==> config.mk <==
export PLATFORM = sky130hd
export DESIGN_NAME = decode_feed_queue
export DESIGN_NICKNAME = d
export VERILOG_FILES = /design/src/rtl/decode_feed_queue.sv
export SDC_FILE = /design/constraint.sdc
export NUM_CORES = 1
export LEC_CHECK = 0
export CAP_MARGIN = 25
export CORE_UTILIZATION = 60
export DETAILED_ROUTE_END_ITERATION = 8
export PLACE_DENSITY = 0.86
export SLEW_MARGIN = 5
export SYNTH_ARGS = -nofsm -noshare
export SYNTH_HDL_FRONTEND = slang
export SYNTH_SLANG_ARGS = --single-unit
==> constraint.sdc <==
create_clock -name clock -period 9.3 [get_ports clock]
set_clock_uncertainty 0.1 [all_clocks]
set_input_delay 0.93 -clock clock [delete_from_list [all_inputs] [get_ports clock]]
set_output_delay 0.93 -clock clock [all_outputs]
set_load 0.01 [all_outputs]
==> src/rtl/decode_feed_queue.sv <==
// decode_feed_queue: buffered instruction/PSR feeder for the LC-3 decode stage.
// Entries wait in a circular FIFO, each with its own bubble count, and are
// issued one per cycle at most with a locally tracked NPC.
module decode_feed_queue #(
  parameter int INSTR_W = 16,
  parameter int ADDR_W  = 16,
  parameter int PSR_W   = 3,
  parameter int DEPTH   = 8,
  parameter int GAP_W   = 4,
  parameter logic [ADDR_W-1:0] RESET_NPC = 16'h3000
) (
  input  logic                         clock,
  input  logic                         reset,
  input  logic                         push_valid,
  output logic                         push_ready,
  input  logic [INSTR_W-1:0]           push_instr,
  input  logic [PSR_W-1:0]             push_psr,
  input  logic [GAP_W-1:0]             push_gap,
  input  logic                         run,
  input  logic                         stall_in,
  input  logic                         flush,
  input  logic [ADDR_W-1:0]            flush_npc,
  output logic [INSTR_W-1:0]           instr_dout,
  output logic [ADDR_W-1:0]            npc_in,
  output logic [PSR_W-1:0]             psr,
  output logic                         en_decode,
  output logic [$clog2(DEPTH+1)-1:0]   count,
  output logic [15:0]                  issue_count,
  output logic                         idle
);

  localparam int CNT_W = $clog2(DEPTH + 1);
  localparam int PTR_W = $clog2(DEPTH);
  localparam logic [CNT_W-1:0]  CNT_FULL = CNT_W'(DEPTH);
  localparam logic [CNT_W-1:0]  CNT_ONE  = CNT_W'(1);
  localparam logic [PTR_W-1:0]  PTR_ONE  = PTR_W'(1);
  localparam logic [GAP_W-1:0]  GAP_ONE  = GAP_W'(1);
  localparam logic [ADDR_W-1:0] NPC_ONE  = ADDR_W'(1);

  typedef enum logic [1:0] {IDLE, GAP, ISSUE} state_t;

  state_t state, state_nxt;

  logic [INSTR_W-1:0] mem_instr [DEPTH];
  logic [PSR_W-1:0]   mem_psr   [DEPTH];
  logic [GAP_W-1:0]   mem_gap   [DEPTH];

  logic [PTR_W-1:0] wr_ptr, rd_ptr;
  logic [GAP_W-1:0] gap_cnt;
  logic             push_acc, can_pop, pop, complete;

  // Full is judged from the registered count only, so a same-cycle pop never frees a slot early.
  assign push_ready = (count != CNT_FULL);
  assign push_acc   = push_valid && push_ready && !flush;
  assign can_pop    = run && (count != '0);

  // State register; reset and flush both return to IDLE.
  always_ff @(posedge clock) begin
    if (reset || flush) state <= IDLE;
    else                state <= state_nxt;
  end

  // Next-state logic plus the pop/complete strobes that drive the datapath.
  always_comb begin
    state_nxt = state;
    pop       = 1'b0;
    complete  = 1'b0;
    case (state)
      IDLE: begin
        if (can_pop) begin
          pop       = 1'b1;
          state_nxt = (mem_gap[rd_ptr] == '0) ? ISSUE : GAP;
        end
      end
      GAP: begin
        if (gap_cnt == GAP_ONE) state_nxt = ISSUE;
      end
      ISSUE: begin
        if (!stall_in) begin
          complete = 1'b1;
          if (can_pop) begin
            pop       = 1'b1;
            state_nxt = (mem_gap[rd_ptr] == '0) ? ISSUE : GAP;
          end else begin
            state_nxt = IDLE;
          end
        end
      end
      default: state_nxt = IDLE;
    endcase
  end

  // Decode-facing status derived from the current state.
  always_comb begin
    en_decode = (state == ISSUE);
    idle      = (state == IDLE) && (count == '0);
  end

  // Queue storage is written only on accepted pushes and needs no reset.
  always_ff @(posedge clock) begin
    if (push_acc) begin
      mem_instr[wr_ptr] <= push_instr;
      mem_psr[wr_ptr]   <= push_psr;
      mem_gap[wr_ptr]   <= push_gap;
    end
  end

  // Pointers, occupancy, output registers, NPC and issue counter.
  always_ff @(posedge clock) begin
    if (reset) begin
      wr_ptr      <= '0;
      rd_ptr      <= '0;
      count       <= '0;
      instr_dout  <= '0;
      psr         <= '0;
      gap_cnt     <= '0;
      npc_in      <= RESET_NPC;
      issue_count <= '0;
    end else if (flush) begin
      wr_ptr     <= '0;
      rd_ptr     <= '0;
      count      <= '0;
      instr_dout <= '0;
      psr        <= '0;
      gap_cnt    <= '0;
      npc_in     <= flush_npc;
    end else begin
      if (push_acc) wr_ptr <= wr_ptr + PTR_ONE;
      if (pop) begin
        rd_ptr     <= rd_ptr + PTR_ONE;
        instr_dout <= mem_instr[rd_ptr];
        psr        <= mem_psr[rd_ptr];
        gap_cnt    <= mem_gap[rd_ptr];
      end else if (state == GAP) begin
        gap_cnt <= gap_cnt - GAP_ONE;
      end
      case ({push_acc, pop})
        2'b10:   count <= count + CNT_ONE;
        2'b01:   count <= count - CNT_ONE;
        default: count <= count;
      endcase
      if (complete) begin
        npc_in      <= npc_in + NPC_ONE;
        issue_count <= issue_count + 16'd1;
      end
    end
  end

endmodule

==> qor.tcl, run 1 <==
set qor(starting_density) 0.612
set qor(instances_no_fill) 988
set qor(required_ns) 9.65
set qor(yosys_warnings) 0
set qor(cp_cell_sequence) {clkdlybuf4s50_1 > nand2_1 > nand4b_1 > inv_2 > ha_1 > xor2_1 > ha_1 > a21oi_1 > xor2_1 > or3_1 > a21oi_1}
set qor(grtUsageMet2) 0.438
set qor(met3_usage) 0.0448
set qor(holdBufCountCts) 0
set qor(post-cts-setup-buffers) 0
set qor(critical_path_end_type) {flop}
set qor(mostFrequentLayoutCells) {edfxtp_1, clkdlybuf4s50_1, dfxtp_1, nor2_1, mux4_2}
set qor(final_layout_size_suffix_gt1_frac) 0.150
set qor(cts.htree.levels) 1
set qor(cp_max_stage_delay_ns) 0.78
set qor(dp.cells) 940
set qor(status) {finished clean}
set qor(grt_most_used_layer) {met2}
set qor(critical_path_peak_fanout) 47
set qor(number_of_remaining_drc_errors) 0
set qor(final_hold_viol_count) 0
set qor(number_of_max_cap_violations) 0
set qor(grt_setup_unrepaired) {no}
set qor(synth_ff_type) {edfxtp_1}
set qor(clk_pin_slew_ns) 0.06
set qor(grt_max_degree) 48
set qor(globalRouteTotalUtil) 0.251
set qor(design.die.area_sq_um) 17300
set qor(mappedNetlistArea_sq_um) 10100
set qor(fillerInstances) 951
set qor(postRouteAntennaNets) 0
set qor(drt-pass1-iter-count) 4
set qor(die-width_microns) 132
set qor(critPathArrivalTime_ns) 4.06
set qor(cts_repair_resize_count) 0
set qor(worst_skew_pair_later_pin_latency_ns) 0.52
set qor(syn-instance-count) 634
set qor(critical_path.slowest_cell) {inv_2}
set qor(number_of_nets_in_the_finished_design) 802
set qor(post_synth_edffs) 184
set qor(detailedRoute.firstIterationViolations) 446
set qor(floorplan.rows) 47
set qor(fin_crit_sh) 0.399
set qor(setup.worst_path.start_class) {primary input}
set qor(cts.sinks) 254
set qor(syn-num-nets) 688
set qor(grt_pass1_vias) 6190
set qor(floorplan.core_area_sq_um) 16500
set qor(grt_antenna_before_repair) 0
set qor(grt.met1_usage) 0.315
set qor(ios) 103
set qor(setup_viol) 0
set qor(setup-tns-final_ns) 0
set qor(vias_per_cell) 5.94
set qor(buffer_ports.inserted) 102
set qor(proportion_of_synthesized_flip_flops_having_asynchronous_set_or_reset) 0
set qor(final_max_slew_viol_count) 0
set qor(p_r_area_growth_vs_syn_pct) 22.4
set qor(antenna_cells_inserted) 0
set qor(synth.ff_latch_count) 254
set qor(numCtsBuffers) 26
set qor(min_tclk_post_route_ns) 3.71
set qor(leakagePower_nw) 3.94
set qor(grt_total_ovfl) 0
set qor(via_count) 5872
set qor(synth.lib_cells_used.distinct) 45
set qor(worstMarginPinSlew_ns) 0.888
set qor(post_synth.cell_area_avg_sq_um) 15.9
set qor(mostFrequentLayoutCell) {edfxtp_1}
set qor(post-dp-hpwl_microns) 12500
set qor(pwr_density_cell_nw_per_um2) 200
set qor(worst-setup-path-type) {in -> reg}
set qor(hp-class) {reg -> reg}
set qor(route.final.wire_length_microns) 21100
set qor(avgRoutedWirePerCell_microns) 21.3
set qor(grt_first_pass_wirelength_microns) 33300
set qor(max-clock-path-buffers) 3
set qor(ys_seq_area_frac) 0.688
set qor(tritoncts) {done}
set qor(gp_congestion) 0.822
set qor(irDropWorstVdd_uv) 170
set qor(ctsRootBufferMaster) {clkbuf_16}
set qor(die_height_microns) 132
set qor(max-slew-margin-rel) 0.407
set qor(max_clock_freq_ghz) 0.270
[synthesized netlist by cell type (8+ instances only)]
cell type,instances,share of area
dfxtp_1,70,0.14
nor3_1,11,0.0055
a21oi_1,16,0.0079
a211oi_1,24,0.018
nor2_1,71,0.026
mux2i_1,29,0.029
ha_1,9,0.011
clkbuf_1,22,0.0082
mux4_1,8,0.021
edfxtp_1,184,0.55
mux4_2,38,0.085
nand3_1,10,0.0050
nand2_1,21,0.0078
xnor2_1,24,0.021
inv_1,9,0.0034
xor2_1,11,0.0096
[state kept, by name, indices dropped and copies added, names as in the netlist, 4 cells and up, named ones only]
register,cells
npc_in,16
mem_gap,32
mem_instr,128
mem_psr,24
issue_count,16
count,4
gap_cnt,4
instr_dout,16
[critical path, delay by kind of cell]
kind                       cells  cell delay (ns)
and+or+nand+nor                3             0.75
xor gates and xnor gates       2             0.33
AOI/OAI and AO/OA              2             0.21
adders and majority gates      2             0.55
buffers and inverters          2             1.30
[per-stage QoR]
step	util	hold WS, ns	total power, mW	instance area (sq um)	setup WS [ns]
2_1_floorplan	-	0.419	1.30	10100	5.45
3_3_place_gp	0.691	0.387	1.35	11400	5.20
3_5_place_dp	0.691	0.393	1.36	11400	5.08
4_1_cts	0.749	0.402	2.49	12300	5.61
5_1_grt	0.749	0.438	2.53	12300	5.30
6_report	0.749	0.405	2.47	12300	5.59
[final cells by class]
cell class                      instances  area [sq um]  share of cell area
Clock buffer                           29           693              0.0562
Clock inverter                         19           263              0.0213
Inverter                               10          37.5             0.00304
Multi-Input combinational cell        339          3010               0.244
Sequential cell                       254          6930               0.562
Tap cell                              220           275              0.0223
Timing Repair Buffer                  117          1130              0.0919
[where the power goes]
group	internal (mW)	switching (mW)
Combinational	0.0494	0.0509
Clock	0.705	0.429
Sequential	1.23	0.00973
[final timing paths]
| path | from | endpoint | slack [ns] | depth (start not counted) |
|---|---|---|---|---|
| worst max-delay path | stall_in | count[2] | 5.59 | 11 |
| worst min-delay path | instr_dout[10] | instr_dout[10] | 0.41 | 2 |
| worst max register to register | count[1] | count[2] | 5.98 | 10 |
| worst min register to register | instr_dout[10] | instr_dout[10] | 0.41 | 2 |
[kinds of logic (layout without fill, tap and decap cells)]
kind of cell	Yosys count	count (layout)	synth area share
flip-flops	254	254	0.688
adder cells (fa/ha/maj)	9	9	0.0112
multiplexers	79	79	0.139
buffers and inverters	41	175	0.0166
XOR/XNOR	35	35	0.0304
AO/OA/AOI/OAI	54	54	0.0340
AND/OR/NAND/NOR	162	162	0.0811
[per-layer routing]
metal  wire length [microns]  vias to the layer above
met2                   10900                      201
met4                     542                        0
met3                    1240                       45
met1                    8370                     2965
li1                        -                     2661
met5                       0                        -
Power figures use the tool's default switching activity.
==> run 2: changes to the inputs <==
--- a/config.mk
+++ b/config.mk
@@ -6,9 +6,9 @@
 export NUM_CORES = 1
 export LEC_CHECK = 0
 export CAP_MARGIN = 25
-export CORE_UTILIZATION = 60
+export CORE_UTILIZATION = 56
 export DETAILED_ROUTE_END_ITERATION = 8
-export PLACE_DENSITY = 0.86
+export PLACE_DENSITY = 0.81
 export SLEW_MARGIN = 5
 export SYNTH_ARGS = -nofsm -noshare
 export SYNTH_HDL_FRONTEND = slang
==> constraint.sdc (replaced) <==
create_clock -name clock -period 3.5 [get_ports clock]
set_clock_uncertainty 0.1 [all_clocks]
set_input_delay 0.35 -clock clock [delete_from_list [all_inputs] [get_ports clock]]
set_output_delay 0.35 -clock clock [all_outputs]
set_load 0.01 [all_outputs]
==> run 2 against run 1 <==
- worst setup slack lost 4.9 ns
- sequential power rose to 2.6 times the previous value
- first-iteration DRC count down 7.2%
- flip-flop and latch count unchanged
- critical path depth down 1
- die area up 7.0%
- global-route usage down 2.1 points
- final area decreased by 0.10%
- worst hold slack worse by 0.081 ns
- wire length decreased by 2.0%
- largest cell class unchanged
- largest power group unchanged
==> qor.tcl, run 2 (synthesized netlist as in run 1, its figures left out) <==
set qor(grt_total_ovfl) 0
set qor(cts.htree.levels) 1
set qor(grt_pass1_vias) 5913
set qor(gp_congestion) 0.867
set qor(numCtsBuffers) 26
set qor(layout_top_registers) {mem_instr: 128 flops, mem_gap: 32 flops, mem_psr: 24 flops}
set qor(drt-pass1-iter-count) 4
set qor(design.die.area_sq_um) 18500
set qor(floorplan.core_area_sq_um) 17400
set qor(number_of_remaining_drc_errors) 0
set qor(avgRoutedWirePerCell_microns) 20.7
set qor(die-width_microns) 136
set qor(post-cts-setup-buffers) 0
set qor(status) {finished clean}
set qor(largest_register_ffs) 128
set qor(critical_path_peak_fanout) 8
set qor(floorplan.rows) 48
set qor(final_layout_size_suffix_gt1_frac) 0.145
set qor(leakagePower_nw) 3.93
set qor(hp-class) {in -> reg}
set qor(setup_viol) 0
set qor(ctsRootBufferMaster) {clkbuf_16}
set qor(grt_max_degree) 47
set qor(max-clock-path-buffers) 3
set qor(via_count) 5868
set qor(route.final.wire_length_microns) 20700
set qor(grt_setup_unrepaired) {no}
set qor(irDropWorstVdd_uv) 413
set qor(ios) 103
set qor(fin_total_pwr_mw) 6.23
set qor(buffer_ports.inserted) 102
set qor(max_clock_freq_ghz) 0.353
set qor(max-slew-margin-rel) 0.596
set qor(worst_path_dominant_cell_family) {simple AND/OR/NAND/NOR gates}
set qor(critical_path_end_type) {flop}
set qor(instances_no_fill) 999
set qor(vias_per_cell) 5.87
set qor(setup-tns-final_ns) 0
set qor(critical_path.slowest_cell) {or4_1}
set qor(number_of_nets_in_the_finished_design) 808
set qor(antenna_cells_inserted) 0
set qor(holdBufCountCts) 0
set qor(crit_buf_inv) 1
set qor(detailedRoute.firstIterationViolations) 414
set qor(globalRouteTotalUtil) 0.230
set qor(worstMarginPinSlew_ns) 0.604
set qor(cp_cell_sequence) {or4_1 > nand4b_1 > inv_2 > ha_1 > xor2_1 > ha_1 > a21oi_1 > xor2_1 > or3_1 > a21oi_1}
set qor(min_tclk_post_route_ns) 2.83
set qor(setup.worst_path.start_class) {flop}
set qor(mostFrequentLayoutCell) {edfxtp_1}
set qor(cp_max_stage_delay_ns) 0.57
set qor(dp.cells) 951
set qor(fin_crit_sh) 0.810
set qor(postRouteAntennaNets) 0
set qor(mostFrequentLayoutCells) {edfxtp_1, clkdlybuf4s50_1, dfxtp_1, nor2_1, mux4_2}
set qor(critPathArrivalTime_ns) 3.17
set qor(number_of_max_cap_violations) 0
set qor(clk_pin_slew_ns) 0.06
set qor(grt_antenna_before_repair) 0
set qor(cts_repair_resize_count) 0
set qor(post-dp-hpwl_microns) 12500
set qor(cts.sinks) 254
set qor(final_hold_viol_count) 0
set qor(hold_ws_ns) 0.324
set qor(final_max_slew_viol_count) 0
set qor(required_ns) 3.84
set qor(starting_density) 0.578
set qor(worst_skew_pair_later_pin_latency_ns) 0.52
set qor(worst-setup-path-type) {reg -> reg}
set qor(p_r_area_growth_vs_syn_pct) 22.3
set qor(die_height_microns) 136
set qor(regMostFlops) {mem_instr}
set qor(grt_first_pass_wirelength_microns) 31800
set qor(tritoncts) {done}
set qor(pwr_density_cell_nw_per_um2) 505
-- run 2: changes by cell type in the layout (fill, tap and decap cells not counted), sizes merged --
cell / change
inv: +1
clkbuf: +8
clkinv: -3
buf: +6
bufinv: -4
clkinvlp: -2
-- run 2: final timing paths --
| check | cells after the start | to | from | slack, ns |
|---|---|---|---|---|
| worst max-delay path | 10 | count[2] | count[0] | 0.67 |
| worst min-delay path | 3 | npc_in[15] | flush_npc[15] | 0.32 |
| worst max register to register | 10 | count[2] | count[0] | 0.67 |
| worst min register to register | 2 | instr_dout[14] | instr_dout[14] | 0.40 |
-- run 2: area by class of cell --
| cell class | instances | area [sq um] |
|---|---|---|
| Tap cell | 225 | 282 |
| Sequential cell | 254 | 6930 |
| Timing Repair Buffer | 123 | 1240 |
| Clock inverter | 11 | 106 |
| Fill cell | 1104 | 5090 |
| Inverter | 10 | 37.5 |
| Multi-Input combinational cell | 339 | 3010 |
| Clock buffer | 37 | 723 |
-- run 2: worst min-delay path: stages --
cell	delay, ns
clkdlybuf4s50_1	0.40
nand3b_1	0.08
o21ai_1	0.06
-- run 2: per-stage QoR --
stage          instance area [sq um]   util  setup slack [ns]
3_5_place_dp                   11500  0.660             0.353
4_1_cts                        12300  0.708             0.665
3_3_place_gp                   11500  0.660             0.484
5_1_grt                        12300  0.708             0.414
2_1_floorplan                  10100      -            0.0956
6_report                       12300  0.708             0.665
-- run 2: layer usage --
metal / vias to the layer above / wire, microns / GRT usage / share of wire
li1: 2681 / - / - / -
met1: 2961 / 8680 / 0.300 / 0.42
met2: 191 / 10300 / 0.396 / 0.50
met3: 35 / 1270 / 0.0373 / 0.061
met4: 0 / 362 / 0.0667 / 0.018
met5: - / 0 / 0 / 0
-- run 2: power breakdown --
part / internal [mW] / switching [mW]
combinational: 0.134 / 0.129
sequential: 3.26 / 0.0276
clock: 1.58 / 1.09
total: 4.98 / 1.25
==> run 3: changes to the inputs <==
--- a/config.mk
+++ b/config.mk
@@ -6,9 +6,9 @@
 export NUM_CORES = 1
 export LEC_CHECK = 0
 export CAP_MARGIN = 25
-export CORE_UTILIZATION = 56
+export CORE_UTILIZATION = 51
 export DETAILED_ROUTE_END_ITERATION = 8
-export PLACE_DENSITY = 0.81
+export PLACE_DENSITY = 0.78
 export SLEW_MARGIN = 5
 export SYNTH_ARGS = -nofsm -noshare
 export SYNTH_HDL_FRONTEND = slang
==> constraint.sdc (replaced) <==
create_clock -name clock -period 2.6 [get_ports clock]
set_clock_uncertainty 0.1 [all_clocks]
set_input_delay 0.26 -clock clock [delete_from_list [all_inputs] [get_ports clock]]
set_output_delay 0.26 -clock clock [all_outputs]
set_load 0.01 [all_outputs]
==> run 3 against run 2 <==
- combinational power up 39%
- highest routed layer unchanged
- worst hold slack worse by 0.12 ns
- critical path type unchanged
- total power up 35%
- critical path depth unchanged
- utilization down 6.4 points
- via count about the same
- largest cell class unchanged
- fmax up 15%
- flip-flop and latch count unchanged
- clock power up 35%
- sequential power up 35%
- sequential share of layout area down 0.70 points
==> qor.tcl, run 3 (synthesized netlist as in run 1, its figures left out) <==
set qor(origin_of_the_critical_flop_to_flop_path) {count[0]}
set qor(postRouteAntennaNets) 0
set qor(critPathArrivalTime_ns) 2.83
set qor(ff2ff_path_depth) 10
set qor(hold_path_startpoint) {flush_npc[15]}
set qor(cp_cell_sequence) {or4_4 > nand4b_1 > inv_2 > ha_4 > xor2_1 > ha_2 > a21oi_2 > xor2_1 > or3_1 > a21oi_1}
set qor(post-cts-setup-buffers) 0
set qor(reg2reg_slack_ns) 0.13
set qor(layout_top_registers) {mem_instr: 128 flops, mem_gap: 32 flops, mem_psr: 24 flops}
set qor(fillerInstances) 1383
set qor(grt_first_pass_wirelength_microns) 31500
set qor(tritoncts) {done}
set qor(buffer_ports.inserted) 102
set qor(final_layout_size_suffix_gt1_frac) 0.169
set qor(p_r_area_growth_vs_syn_pct) 23.9
set qor(route.final.wire_length_microns) 19800
set qor(min_tclk_post_route_ns) 2.47
set qor(clk_pin_slew_ns) 0.06
set qor(pwr_density_cell_nw_per_um2) 673
set qor(cts.sinks) 254
set qor(largest_register_ffs) 128
set qor(critical_path.startpoint) {count[0]}
set qor(critical_path_peak_fanout) 7
set qor(starting_density) 0.519
set qor(ios) 103
set qor(number_of_remaining_drc_errors) 0
set qor(stdcell_area_sq_um) 12500
set qor(floorplan.rows) 51
set qor(number_of_nets_in_the_finished_design) 818
set qor(antenna_cells_inserted) 0
set qor(cp_common_cell) {xor2_1}
set qor(mostFrequentLayoutCell) {edfxtp_1}
set qor(die-width_microns) 143
set qor(avgRoutedWirePerCell_microns) 18.9
set qor(worst_skew_pair_later_pin_latency_ns) 0.52
set qor(post-route-util) 0.643
set qor(via_count) 5866
set qor(max-clock-path-buffers) 3
set qor(grt_max_degree) 46
set qor(design.die.area_sq_um) 20300
set qor(leakagePower_nw) 3.98
set qor(grt_setup_unrepaired) {no}
set qor(worst-setup-path-type) {reg -> reg}
set qor(die_height_microns) 143
set qor(critical_path_end_type) {flop}
set qor(hp-class) {in -> reg}
set qor(number_of_max_cap_violations) 0
set qor(critical_path.slowest_cell) {or4_4}
set qor(max-slew-margin-rel) 0.627
set qor(hold_ws_ns) 0.206
set qor(globalRouteTotalUtil) 0.205
set qor(required_ns) 2.96
set qor(setup.worst_path.start_class) {flop}
set qor(drt-pass1-iter-count) 5
set qor(cts.htree.levels) 1
set qor(floorplan.core_area_sq_um) 19400
set qor(grt_antenna_before_repair) 0
set qor(gp_congestion) 0.893
set qor(worstMarginPinSlew_ns) 0.559
set qor(final_hold_viol_count) 0
set qor(min_delay_worst_endpoint) {npc_in[15]}
set qor(ctsRootBufferMaster) {clkbuf_16}
set qor(whs_path_depth) 3
set qor(cp_max_stage_delay_ns) 0.56
set qor(regMostFlops) {mem_instr}
set qor(vias_per_cell) 5.60
set qor(grt_total_ovfl) 0
set qor(fin_crit_sh) 0.949
set qor(post-dp-hpwl_microns) 12800
set qor(numCtsBuffers) 25
set qor(status) {finished clean}
set qor(max_clock_freq_ghz) 0.405
set qor(grt_pass1_vias) 5963
set qor(postPlaceCellArea_sq_um) 11600
set qor(setup_viol) 0
set qor(timing.rr.end) {count[2]}
set qor(detailedRoute.firstIterationViolations) 298
set qor(final_max_slew_viol_count) 0
set qor(mostFrequentLayoutCells) {edfxtp_1, clkdlybuf4s50_1, dfxtp_1, nor2_1, mux4_2}
set qor(irDropWorstVdd_uv) 644
## run 3: metrics by stage
step	power, mW	cells	setup WS [ns]	setup TNS (ns)
2_1_floorplan	4.67	634	-0.0830	-4.07
6_report	8.40	1048	0.132	0
3_3_place_gp	4.85	1002	0.150	0
4_1_cts	8.46	1048	0.134	0
5_1_grt	8.65	1048	0.0189	0
3_5_place_dp	4.87	1002	0.129	0
## run 3: worst max path at each step
| stage | to | slack, ns | cells after the start |
|---|---|---|---|
| after CTS | count[2] | 0.13 | 10 |
| after global placement | count[2] | 0.15 | 11 |
| after global routing | count[2] | 0.02 | 10 |
| final | count[2] | 0.13 | 10 |
| after detailed placement | count[2] | 0.13 | 11 |
| after floorplan | count[2] | -0.08 | 12 |
## run 3: worst max-delay path: cells and delay by family (launching register included)
kind | cells | cell delay, ns
AO/OA/AOI/OAI | 2 | 0.15
XOR/XNOR | 2 | 0.30
adder cells (fa/ha/maj) | 2 | 0.38
buffers and inverters | 1 | 0.08
flip-flops | 1 | 0.38
AND/OR/NAND/NOR | 3 | 1.00
## run 3: power by group
group | switching [mW] | internal [mW] | leakage, nW | total [mW]
clock network | 1.46 | 2.16 | 0.410 | 3.61
logic | 0.178 | 0.188 | 1.34 | 0.365
registers | 0.0353 | 4.38 | 2.23 | 4.42
total | 1.67 | 6.73 | 3.98 | 8.40
## run 3: area by class of cell
type,instances,area [sq um],area share
repair buffers,134,1300,0.104
clock inverters,9,114,0.00912
clock buffers,37,731,0.0585
flip-flops and latches,254,6930,0.555
well taps,265,332,0.0266
multi-input cells,339,3040,0.244
inverters,10,37.5,0.00301
## run 3: routing by layer
| layer | vias up | wire length, microns | track usage |
|---|---|---|---|
| met5 | - | 0 | 0 |
| met4 | 0 | 292 | 0.0475 |
| met3 | 24 | 1230 | 0.0323 |
| met2 | 201 | 9870 | 0.359 |
| met1 | 2951 | 8400 | 0.270 |
| li1 | 2690 | - | - |
## run 3: timing repair
item,CTS,global route
gates resized for setup,1,0
hold buffers,0,0
endpoints found under the setup margin,1,0
